### config.mk
export PLATFORM = sky130hd
export DESIGN_NAME = cla_slice_sequencer
export DESIGN_NICKNAME = d
export VERILOG_FILES = /design/src/rtl/cla_slice_sequencer.sv
export SDC_FILE = /design/constraint.sdc
export NUM_CORES = 1
export LEC_CHECK = 0
export CORE_MARGIN = 2
export CORE_UTILIZATION = 55
export DETAILED_ROUTE_END_ITERATION = 10
export PLACE_DENSITY = 0.89
export SYNTH_ARGS = -nofsm -noshare
export SYNTH_HDL_FRONTEND = slang
export SYNTH_SLANG_ARGS = --single-unit
### constraint.sdc
create_clock -name clk -period 10.2 [get_ports clk]
set_clock_uncertainty 0.1 [all_clocks]
set_input_delay 1.02 -clock clk [delete_from_list [all_inputs] [get_ports clk]]
set_output_delay 1.02 -clock clk [all_outputs]
set_load 0.05 [all_outputs]
### src/rtl/cla_slice_sequencer.sv
// ============================================================================
// cla_slice_sequencer : WORDS*16-bit adder built from one time-shared 16-bit
//                       carry-lookahead slice, least-significant slice first.
// Revision 1.0
// ============================================================================
`timescale 1ns/1ps
`default_nettype none

module cla_slice_sequencer #(
  parameter int WORDS = 4,
  parameter int IDXW  = 4
) (
  input  logic                  clk,
  input  logic                  rst_n,
  input  logic                  in_valid,
  output logic                  in_ready,
  input  logic [16*WORDS-1:0]   in_a,
  input  logic [16*WORDS-1:0]   in_b,
  input  logic                  in_cin,
  output logic                  out_valid,
  input  logic                  out_ready,
  output logic [16*WORDS-1:0]   out_sum,
  output logic                  out_cout,
  output logic                  busy,
  output logic [IDXW-1:0]       slice_idx
);

  localparam int W = 16 * WORDS;

  typedef enum logic [1:0] {
    S_IDLE = 2'd0,
    S_RUN  = 2'd1,
    S_DONE = 2'd2
  } state_e;

  state_e            state_q, state_d;
  logic [W-1:0]      a_q, a_d, b_q, b_d, sum_q, sum_d;
  logic              carry_q, carry_d, cout_q, cout_d;
  logic [IDXW-1:0]   idx_q, idx_d;

  logic [IDXW+3:0]   w_base;
  logic [15:0]       w_a, w_b, w_p, w_g, w_sum;
  logic [3:0]        w_pb, w_gb, w_gp, w_gg, w_gc;
  logic              w_cnx, w_cny, w_cnz, w_pbo, w_gbo, w_cout;
  logic [W-1:0]      w_mask;

  assign w_base = {idx_q, 4'b0000};
  assign w_a    = 16'(a_q >> w_base);
  assign w_b    = 16'(b_q >> w_base);
  assign w_p    = w_a ^ w_b;
  assign w_g    = w_a & w_b;

  // Each 4-bit group reports active-low P/G and ripples its sum bits from the
  // group carry supplied by the lookahead unit.
  for (genvar i = 0; i < 4; i++) begin : g_grp
    logic [3:0] p, g, c;
    assign p       = w_p[4*i +: 4];
    assign g       = w_g[4*i +: 4];
    assign w_pb[i] = ~&p;
    assign w_gb[i] = ~(g[3] | (p[3] & g[2]) | (p[3] & p[2] & g[1]) |
                       (p[3] & p[2] & p[1] & g[0]));
    assign c[0]    = w_gc[i];
    for (genvar j = 0; j < 4; j++) begin : g_bit
      assign w_sum[4*i+j] = p[j] ^ c[j];
      if (j < 3) begin : g_rip
        assign c[j+1] = g[j] | (p[j] & c[j]);
      end
    end
  end

  assign w_gp  = ~w_pb;
  assign w_gg  = ~w_gb;
  assign w_cnx = w_gg[0] | (w_gp[0] & carry_q);
  assign w_cny = w_gg[1] | (w_gp[1] & w_gg[0]) | (w_gp[1] & w_gp[0] & carry_q);
  assign w_cnz = w_gg[2] | (w_gp[2] & w_gg[1]) | (w_gp[2] & w_gp[1] & w_gg[0]) |
                 (w_gp[2] & w_gp[1] & w_gp[0] & carry_q);
  assign w_gbo = ~(w_gg[3] | (w_gp[3] & w_gg[2]) | (w_gp[3] & w_gp[2] & w_gg[1]) |
                   (w_gp[3] & w_gp[2] & w_gp[1] & w_gg[0]));
  assign w_pbo  = |w_pb;
  assign w_cout = ~w_gbo | (~w_pbo & carry_q);
  assign w_gc   = {w_cnz, w_cny, w_cnx, carry_q};

  assign w_mask = W'(16'hFFFF) << w_base;

  always_comb begin
    state_d = state_q;
    a_d     = a_q;
    b_d     = b_q;
    carry_d = carry_q;
    idx_d   = idx_q;
    sum_d   = sum_q;
    cout_d  = cout_q;
    case (state_q)
      S_IDLE: begin
        if (in_valid) begin
          a_d     = in_a;
          b_d     = in_b;
          carry_d = in_cin;
          idx_d   = '0;
          state_d = S_RUN;
        end
      end
      S_RUN: begin
        sum_d   = (sum_q & ~w_mask) | (W'(w_sum) << w_base);
        carry_d = w_cout;
        if (idx_q == IDXW'(WORDS - 1)) begin
          cout_d  = w_cout;
          idx_d   = '0;
          state_d = S_DONE;
        end else begin
          idx_d = idx_q + IDXW'(1);
        end
      end
      S_DONE: begin
        if (out_ready) state_d = S_IDLE;
      end
      default: state_d = S_IDLE;
    endcase
  end

  always_ff @(posedge clk or negedge rst_n) begin
    if (!rst_n) begin
      state_q <= S_IDLE;
      a_q     <= '0;
      b_q     <= '0;
      carry_q <= 1'b0;
      idx_q   <= '0;
      sum_q   <= '0;
      cout_q  <= 1'b0;
    end else begin
      state_q <= state_d;
      a_q     <= a_d;
      b_q     <= b_d;
      carry_q <= carry_d;
      idx_q   <= idx_d;
      sum_q   <= sum_d;
      cout_q  <= cout_d;
    end
  end

  assign in_ready  = (state_q == S_IDLE);
  assign out_valid = (state_q == S_DONE);
  assign busy      = (state_q == S_RUN) || (state_q == S_DONE);
  assign slice_idx = idx_q;
  assign out_sum   = sum_q;
  assign out_cout  = cout_q;

endmodule

`default_nettype wire

==> impl_metrics.json, run 1 <==
{
  "status": "completed",
  "diodes": 0,
  "coreArea_um2": 16500,
  "netlist_area_um2": 9240,
  "ir_drop_mv": 0.247,
  "fill_cells": 1065,
  "critical_path.max_fanout": 31,
  "clkLatencyLatePin_ps": 440,
  "first_iter_violations": 344,
  "hold_violations": 0,
  "wl_per_cell_um": 19.3,
  "final_antenna_net_count": 0,
  "yosys-top-cells-area": "dfrtp_1, mux2_2, mux4_2, nand2_1, ha_1",
  "r2r-start": "slice_idx[0]",
  "end_kind": "flop",
  "yosys.cell_count.top_type": "dfrtp_1",
  "io_pins": 205,
  "syn_nets": 849,
  "grt_antenna_before_repair": 0,
  "drt-vias-per-instance": 5.59,
  "hpwlAfterDp_um": 15800,
  "synth_common_cells": "dfrtp_1, mux2_2, nand2_1, o21ai_0",
  "power_density_nw_per_um2": 397,
  "path_class": "flop to flop",
  "crit_path_start": "slice_idx[0]",
  "cts.sinks": 200,
  "design_area_um2": 12000,
  "drcViolationCount": 0,
  "cts_resized": 0,
  "grt_max_degree": 101,
  "place_area_um2": 11400,
  "setup_viol": 0,
  "syn_inst": 684,
  "worstHoldStart": "out_sum[48]",
  "clockBufferDepth": 2,
  "wirelength_um": 21400,
  "leakagePower_nw": 5.14,
  "tritoncts": "yes",
  "hold_class": "flop to flop",
  "rsz0062_at_grt": "no",
  "syn_to_final_growth_pct": 30.1,
  "dieArea_um2": 17800,
  "slew_viol_final": 0,
  "yosys_warnings": 0,
  "die_w_um": 134,
  "globalplace.congestion": 0.805,
  "routed-via-count": 6192,
  "rows": 47,
  "yosysTopAreaCell": "dfrtp_1",
  "postCtsHoldBufs": 0,
  "ys.flop_type": "dfrtp_1",
  "layout_min_cycle_time_ps": 5130,
  "synth.top_cell.area_share_pct": 54.2,
  "avgSynthCellArea_um2": 13.5,
  "initial_core_util_pct": 55.9,
  "post-route-period-util_pct": 50.3,
  "dr.pass1.iters": 4,
  "path_clk_slew_ps": 70,
  "max_slew.worst_pin.slew_ps": 1120,
  "synth_edf_count": 0,
  "grt_overflow": 0,
  "fin_nets": 1040,
  "cts_made_buffers": 17,
  "grt_pass1_wl_um": 33900,
  "multi_input_area_um2": 4000,
  "clockRootBuffer": "clkbuf_16",
  "worst_slack_ps": 5070,
  "start_kind": "flop",
  "ys_seq_area_share_pct": 54.2,
  "max_freq_mhz": 195,
  "required_ps": 10360,
  "grtUsageTotal_pct": 25.0,
  "grt_pass1_vias": 6439,
  "ys_ff_latch": 200,
  "cp.arrival_ps": 5290,
  "async_flop_share_pct": 100,
  "die_y_um": 134,
  "cts_max_level": 4,
  "seq_area_um2": 5010,
  "io_buffers": 204,
  "ys_types": 43,
  "place_ws_ps": 5050,
  "cts_setup_buffers": 0,
  "max_slew_margin_pct": 25.2,
  "drive_gt1_share_pct": 26.2,
  "fin_tns_setup_ps": 0,
  "drv_cap": 0
}
-- placed cells by master, fill, tap and decap left out, types with 2 or more instances in the layout --
| cell type | Yosys | final |
|---|---|---|
| mux2_2 | 153 | 153 |
| mux4_2 | 26 | 26 |
| a21o_1 | 2 | 2 |
| mux2i_1 | 6 | 6 |
| nand3_1 | 3 | 3 |
| o21ai_2 | 8 | 8 |
| bufinv_16 | 0 | 2 |
| clkdlybuf4s50_1 | 0 | 203 |
| buf_4 | 7 | 5 |
| inv_6 | 0 | 6 |
| a21oi_1 | 9 | 9 |
| nor2_1 | 4 | 4 |
| dfrtp_2 | 0 | 2 |
| o22a_1 | 2 | 2 |
| o22ai_1 | 2 | 2 |
| dfrtp_1 | 200 | 198 |
| clkinv_4 | 0 | 2 |
| a22o_1 | 2 | 2 |
| clkbuf_8 | 0 | 2 |
| nand2b_1 | 4 | 4 |
| fa_1 | 12 | 12 |
| nand2_1 | 96 | 95 |
| and4_1 | 2 | 2 |
| inv_1 | 13 | 13 |
| and2_1 | 26 | 26 |
| nor3_1 | 2 | 2 |
| nand4b_1 | 2 | 2 |
| nand4_1 | 3 | 3 |
| xnor2_1 | 3 | 3 |
| clkinvlp_4 | 0 | 2 |
| clkbuf_16 | 0 | 17 |
| o21ai_0 | 31 | 31 |
| ha_1 | 20 | 20 |
-- sequential cells by signal, indices dropped and copies added (netlist names) --
| register | count |
|---|---|
| slice_idx | 4 |
| out_sum | 64 |
| a_q | 64 |
| carry_q | 1 |
| b_q | 64 |
| out_cout | 1 |
| state_q | 2 |
-- routing by layer --
layer | global-route usage [%] | share of wire, % | vias to the layer above
met5 | 0 | 0 | -
met4 | 7.03 | 1.5 | 0
met3 | 4.79 | 5.6 | 24
met2 | 43.0 | 52 | 213
met1 | 32.8 | 41 | 3168
li1 | - | - | 2787
-- final timing paths --
| path | end | slack, ps | cells past startpoint |
|---|---|---|---|
| worst min-delay path | out_sum[48] | 380 | 2 |
| worst min register to register | out_sum[48] | 380 | 2 |
| max in group asynchronous | a_q[33] | 8210 | 2 |
| min in group asynchronous | slice_idx[2] | 520 | 1 |
| worst max register to register | out_sum[43] | 5070 | 12 |
| worst max-delay path | out_sum[43] | 5070 | 12 |
-- critical path, stage by stage, from the launching register on --
cell and delay [ps]:
dfrtp_2 620, buf_4 520, mux4_2 590, and2_1 210
ha_1 300, a41o_1 250, a21oi_1 190, o21ai_0 200
fa_1 490, fa_1 470, fa_1 440, xnor2_1 410
o21ai_0 150
-- where the power goes --
group	switching (mW)	internal [mW]	leakage (nW)
combinational	1.51	1.15	2.43
clock	0.307	0.375	0.291
sequential	0.239	1.19	2.41
-- cell type report --
| class | instances | share of cell area, % |
|---|---|---|
| clock buffer | 18 | 3.66 |
| clock inverter | 14 | 1.34 |
| inverter | 13 | 0.406 |
| multi-input combinational | 434 | 33.3 |
| sequential | 200 | 41.7 |
| tap | 220 | 2.29 |
| timing repair buffer | 209 | 17.3 |
-- kinds of logic (layout without fill, tap and decap cells) --
group                    count (synthesis)  count (layout)  share of synthesized area, %
flip-flops                             200             200                          54.2
AND/OR/NAND/NOR                        152             152                          7.78
buffers and inverters                   50             254                          2.61
AO/OA/AOI/OAI                           61              61                          4.09
adder cells (fa/ha/maj)                 32              32                          5.31
XOR/XNOR                                 4               4                         0.379
multiplexers                           185             185                          25.6
-- per-stage QoR --
step / cells / utilization, % / power [mW] / hold slack [ps]
3_5_place_dp: 1076 / 69.1 / 4.09 / 370
6_report: 1108 / 72.7 / 4.77 / 381
5_1_grt: 1108 / 72.7 / 5.06 / 404
4_1_cts: 1108 / 72.7 / 4.79 / 387
2_1_floorplan: 684 / - / 3.25 / 374
3_3_place_gp: 1076 / 69.1 / 3.99 / 358
Power figures use the tool's default switching activity.
==> run 2: changes to the inputs <==
Settings changed: CORE_UTILIZATION 55 to 46, PLACE_DENSITY 0.89 to 0.8.
Clock period 10.2 ns to 4.6 ns, I/O delays scaled along.
==> run 2 against run 1 <==
Compared with the run above: routed wire length is 4.7% higher; critical path depth is the same; total power up 120%; worst setup slack lost 4800 ps; cell count up 4.8%; flip-flop and latch count is the same; sequential power increased by 120%; first-iteration DRC count rose by 5.2%; utilization fell by 11 points; design area increased by 1.0%; critical endpoint is now out_sum[27]; largest cell class unchanged.
==> impl_metrics.json, run 2 (synthesis gave the netlist of run 1 again) <==
{
  "status": "completed",
  "hpwlAfterDp_um": 16800,
  "io_pins": 205,
  "clockRootBuffer": "clkbuf_16",
  "max_freq_mhz": 230,
  "routed-via-count": 6127,
  "switchingPower_mw": 4.68,
  "drt-vias-per-instance": 5.28,
  "tritoncts": "yes",
  "cts_max_level": 4,
  "dieArea_um2": 21200,
  "fin_tns_setup_ps": 0,
  "syn_to_final_growth_pct": 31.4,
  "drcViolationCount": 0,
  "final_common_cell": "clkdlybuf4s50_1",
  "grt_antenna_before_repair": 0,
  "cts_resized": 0,
  "leakagePower_nw": 5.17,
  "grt_pass1_vias": 6472,
  "cp.arrival_ps": 4530,
  "critical_path.max_fanout": 12,
  "cts_setup_buffers": 0,
  "fin_nets": 1048,
  "required_ps": 4770,
  "start_kind": "flop",
  "clkPwrFrac_pct": 13.2,
  "max_slew.worst_pin.slew_ps": 1080,
  "hold_violations": 0,
  "clkLatencyLatePin_ps": 450,
  "postCtsHoldBufs": 0,
  "seq_area_um2": 5010,
  "drive_gt1_share_pct": 27.1,
  "drv_cap": 0,
  "max_slew_margin_pct": 27.8,
  "grt_max_degree": 108,
  "fill_cells": 1554,
  "end_kind": "flop",
  "coreArea_um2": 19600,
  "mostFrequentLayoutCells": "clkdlybuf4s50_1, dfrtp_1, mux2_2",
  "die_y_um": 146,
  "cts.sinks": 200,
  "comb_power_share_pct": 57.1,
  "sequentialPowerShare_pct": 29.6,
  "internal-power_mw": 6.02,
  "initial_core_util_pct": 47.1,
  "diodes": 0,
  "ir_drop_mv": 0.445,
  "multi_input_area_um2": 4020,
  "hold_class": "input port to asynchronous set/reset pin",
  "slew_viol_final": 0,
  "path_clk_slew_ps": 70,
  "final_antenna_net_count": 0,
  "post-route-period-util_pct": 94.7,
  "clockBufferDepth": 2,
  "layout_min_cycle_time_ps": 4350,
  "globalplace.congestion": 0.813,
  "die_w_um": 146,
  "place_area_um2": 11500,
  "design_area_um2": 12100,
  "grt_pass1_wl_um": 35500,
  "io_buffers": 204,
  "place_ws_ps": 137,
  "cts_made_buffers": 17,
  "grtUsageTotal_pct": 21.7,
  "path_class": "flop to flop",
  "power_density_nw_per_um2": 882,
  "dr.pass1.iters": 4,
  "switching_share_pct": 43.7,
  "grt_overflow": 0,
  "rows": 51,
  "worst_slack_ps": 245,
  "first_iter_violations": 362,
  "setup_viol": 0,
  "wirelength_um": 22400,
  "wl_per_cell_um": 19.3
}
[run 2: cell count changes in the layout (fill, tap and decap cells not counted), moves of 2 or more]
cell and change:
buf_12 +2, buf_4 +5, clkinv_2 +2, bufinv_16 -2
inv_8 +2, inv_6 -2
[run 2: cell type report]
cell class | count | area share [%]
Sequential cell | 200 | 41.3
Tap cell | 265 | 2.73
Timing Repair Buffer | 217 | 18.0
Inverter | 13 | 0.402
Multi-Input combinational cell | 434 | 33.1
Clock buffer | 18 | 3.54
Clock inverter | 14 | 0.949
[run 2: path summary, 6_finish.rpt]
path / slack [ps] / endpoint / start / depth (start not counted)
max: 250 / out_sum[27] / slice_idx[0] / 12
min reg2reg: 380 / out_sum[1] / out_sum[1] / 2
max reg2reg: 250 / out_sum[27] / slice_idx[0] / 12
min in group clk: 380 / out_sum[1] / out_sum[1] / 2
min: 30 / out_sum[28] / rst_n / 1
max in group asynchronous: 3310 / b_q[55] / rst_n / 2
[run 2: power by group through the flow]
| stage | clock (mW) | sequential, mW | combinational (mW) |
|---|---|---|---|
| 5_1_grt | 1.51 | 3.26 | 6.60 |
| 6_report | 1.42 | 3.17 | 6.11 |
| 4_1_cts | 1.44 | 3.17 | 6.06 |
| 2_1_floorplan | 0 | 3.89 | 3.33 |
| 3_3_place_gp | 0 | 3.17 | 5.89 |
| 3_5_place_dp | 0 | 3.20 | 6.04 |
[run 2: worst max-delay path, stage by stage, from the launching register on]
cell	delay [ps]
dfrtp_2	440
buf_12	180
mux4_2	490
and2_1	180
ha_1	350
a41o_1	250
a21oi_1	240
o21ai_2	130
fa_1	470
fa_1	460
fa_1	480
xnor2_2	280
o21ai_0	140
[run 2: metrics by stage]
stage / hold WS [ps] / total power [mW] / instances / util, %
finish: 25.6 / 10.7 / 1161 / 61.9
global route: 87.7 / 11.4 / 1161 / 61.9
CTS: 51.4 / 10.7 / 1160 / 61.7
detailed placement: 364 / 9.24 / 1128 / 58.9
global placement: 358 / 9.06 / 1128 / 58.9
floorplan: 64.4 / 7.22 / 684 / -
[run 2: routing by layer]
metal	routed length (um)	GRT usage, %
met5	0	0
met4	302	6.27
met3	1220	4.95
met2	11500	36.9
met1	9360	28.1
==> run 3: changes to the inputs <==
Settings changed: GPL_TIMING_DRIVEN set to 0.
==> run 3 against run 2 <==
Compared with the run above: routed wire length is 2.4% higher; via count is 2.1% higher; design area is 1.6% higher; critical path type unchanged; largest cell class unchanged; largest power group unchanged.
==> impl_metrics.json, run 3 (synthesis gave the netlist of run 1 again) <==
{
  "worst_path_most_repeated_cell": "fa_1",
  "critPathSlowestCell": "fa_1",
  "busiest_layer": "met2",
  "status": "completed",
  "drive_gt1_share_pct": 28.6,
  "clockBufferDepth": 2,
  "reg2regPathDepth": 13,
  "dieArea_um2": 21200,
  "clockRootBuffer": "clkbuf_16",
  "clkLatencyLatePin_ps": 430,
  "worstPathCellList": "buf_12 -> buf_12 -> mux4_2 -> and2_1 -> ha_1 -> a21oi_1 -> o22ai_1 -> nor2_2 -> o21ai_2 -> fa_1 -> fa_1 -> fa_1 -> mux2_2",
  "die_w_um": 146,
  "initial_core_util_pct": 47.1,
  "routed-via-count": 6257,
  "cts_max_level": 4,
  "layout_min_cycle_time_ps": 4400,
  "cp-endpoint": "out_sum[42]",
  "grt_util_met1_pct": 28.8,
  "start_kind": "flop",
  "design_area_um2": 12300,
  "gr-usage-met3_pct": 4.26,
  "hpwlAfterDp_um": 17700,
  "dr.pass1.iters": 4,
  "max_freq_mhz": 227,
  "r2r_slack_ps": 200,
  "final_antenna_net_count": 0,
  "hold_class": "flop to flop",
  "coreArea_um2": 19600,
  "path_class": "flop to flop",
  "globalplace.congestion": 0.870,
  "critical_path.max_fanout": 10,
  "ir_drop_mv": 0.471,
  "end_kind": "flop",
  "max_stage_delay_ps": 600,
  "grt_overflow": 0,
  "post-route-period-util_pct": 95.7,
  "tritoncts": "yes",
  "fin_nets": 1077,
  "cp.arrival_ps": 4610,
  "rsz0062_at_grt": "no",
  "hold_violations": 0,
  "required_ps": 4810,
  "use_met2_pct": 37.6,
  "grt_antenna_before_repair": 0,
  "final_common_cell": "clkdlybuf4s50_1",
  "grt_max_degree": 110,
  "slew_viol_final": 0,
  "r2r-start": "slice_idx[0]",
  "holdWs_ps": 374,
  "drv_cap": 0,
  "max_slew_margin_pct": 34.1,
  "diodes": 0,
  "io_pins": 205,
  "drt-vias-per-instance": 5.26,
  "mostFrequentLayoutCells": "clkdlybuf4s50_1, dfrtp_1, mux2_2",
  "place_area_um2": 11600,
  "wl_per_cell_um": 19.3,
  "setup_viol": 0,
  "total_power_mw": 10.9,
  "syn_to_final_growth_pct": 33.5,
  "drcViolationCount": 0,
  "timing.rr.end": "out_sum[42]",
  "max_slew.worst_pin.slew_ps": 976,
  "io_buffers": 204,
  "first_iter_violations": 220,
  "grtUsageTotal_pct": 22.1,
  "die_y_um": 146,
  "fin_tns_setup_ps": 0,
  "cts_made_buffers": 17,
  "grt_pass1_vias": 6634,
  "grt_pass1_wl_um": 36000,
  "rows": 51,
  "power_density_nw_per_um2": 885,
  "cts.sinks": 200,
  "wirelength_um": 22900,
  "crit_path_start": "slice_idx[0]",
  "leakagePower_nw": 5.26,
  "path_clk_slew_ps": 70
}
## run 3: worst max-delay path: cells and delay by family, from the launching register on
family	cells	cell delay [ps]
fa+ha+maj	4	1820
mux	2	850
compound gates	3	400
flops	1	420
simple gates	2	370
buf+inv	2	300
## run 3: final cells by class
cell class	count	area, um2
repair buffers	210	2110
multi-input cells	434	4050
clock buffers	21	440
clock inverters	10	97.6
flip-flops and latches	200	5010
plain buffers	36	239
fillers	1520	7260
inverters	13	48.8
well taps	265	332
## run 3: metal layers
metal,share of wire [%],vias to the layer above
met2,51,194
met1,42,3168
met4,2.0,0
met3,5.2,30
li1,-,2865
met5,0,-
## run 3: repair_timing
item | in CTS | in global routing
endpoints found under the hold margin | 91 | 0
resized for setup | 14 | 12
buffers inserted | 0 | 4
setup endpoints to repair | 24 | 23
pin swaps | 2 | 1
hold buffers | 1 | 0
## run 3: worst min-delay path by stage
stage	from	to	slack (ps)	depth (start not counted)
3_5_place_dp	out_sum[8]	out_sum[8]	360	2
3_3_place_gp	out_sum[4]	out_sum[4]	360	2
5_1_grt	out_sum[2]	out_sum[2]	400	2
6_report	out_sum[9]	out_sum[9]	370	2
4_1_cts	out_sum[8]	out_sum[8]	380	2
2_1_floorplan	rst_n	a_q[0]	60	0
## run 3: metrics by stage
stage | utilization (%) | setup WS, ps | std cells
finish | 63.0 | 200 | 1189
global route | 63.0 | 27.8 | 1189
floorplan | - | 81.6 | 684
global placement | 59.3 | -6010 | 1153
detailed placement | 59.5 | -488 | 1154
CTS | 62.5 | 14.2 | 1185
## run 3: report_power, final
part	switching [mW]	total (mW)	internal, mW	leakage (nW)
Clock	0.650	1.40	0.748	0.259
Combinational	3.60	6.43	2.83	2.58
Sequential	0.456	3.09	2.63	2.41
Total	4.71	10.9	6.20	5.26
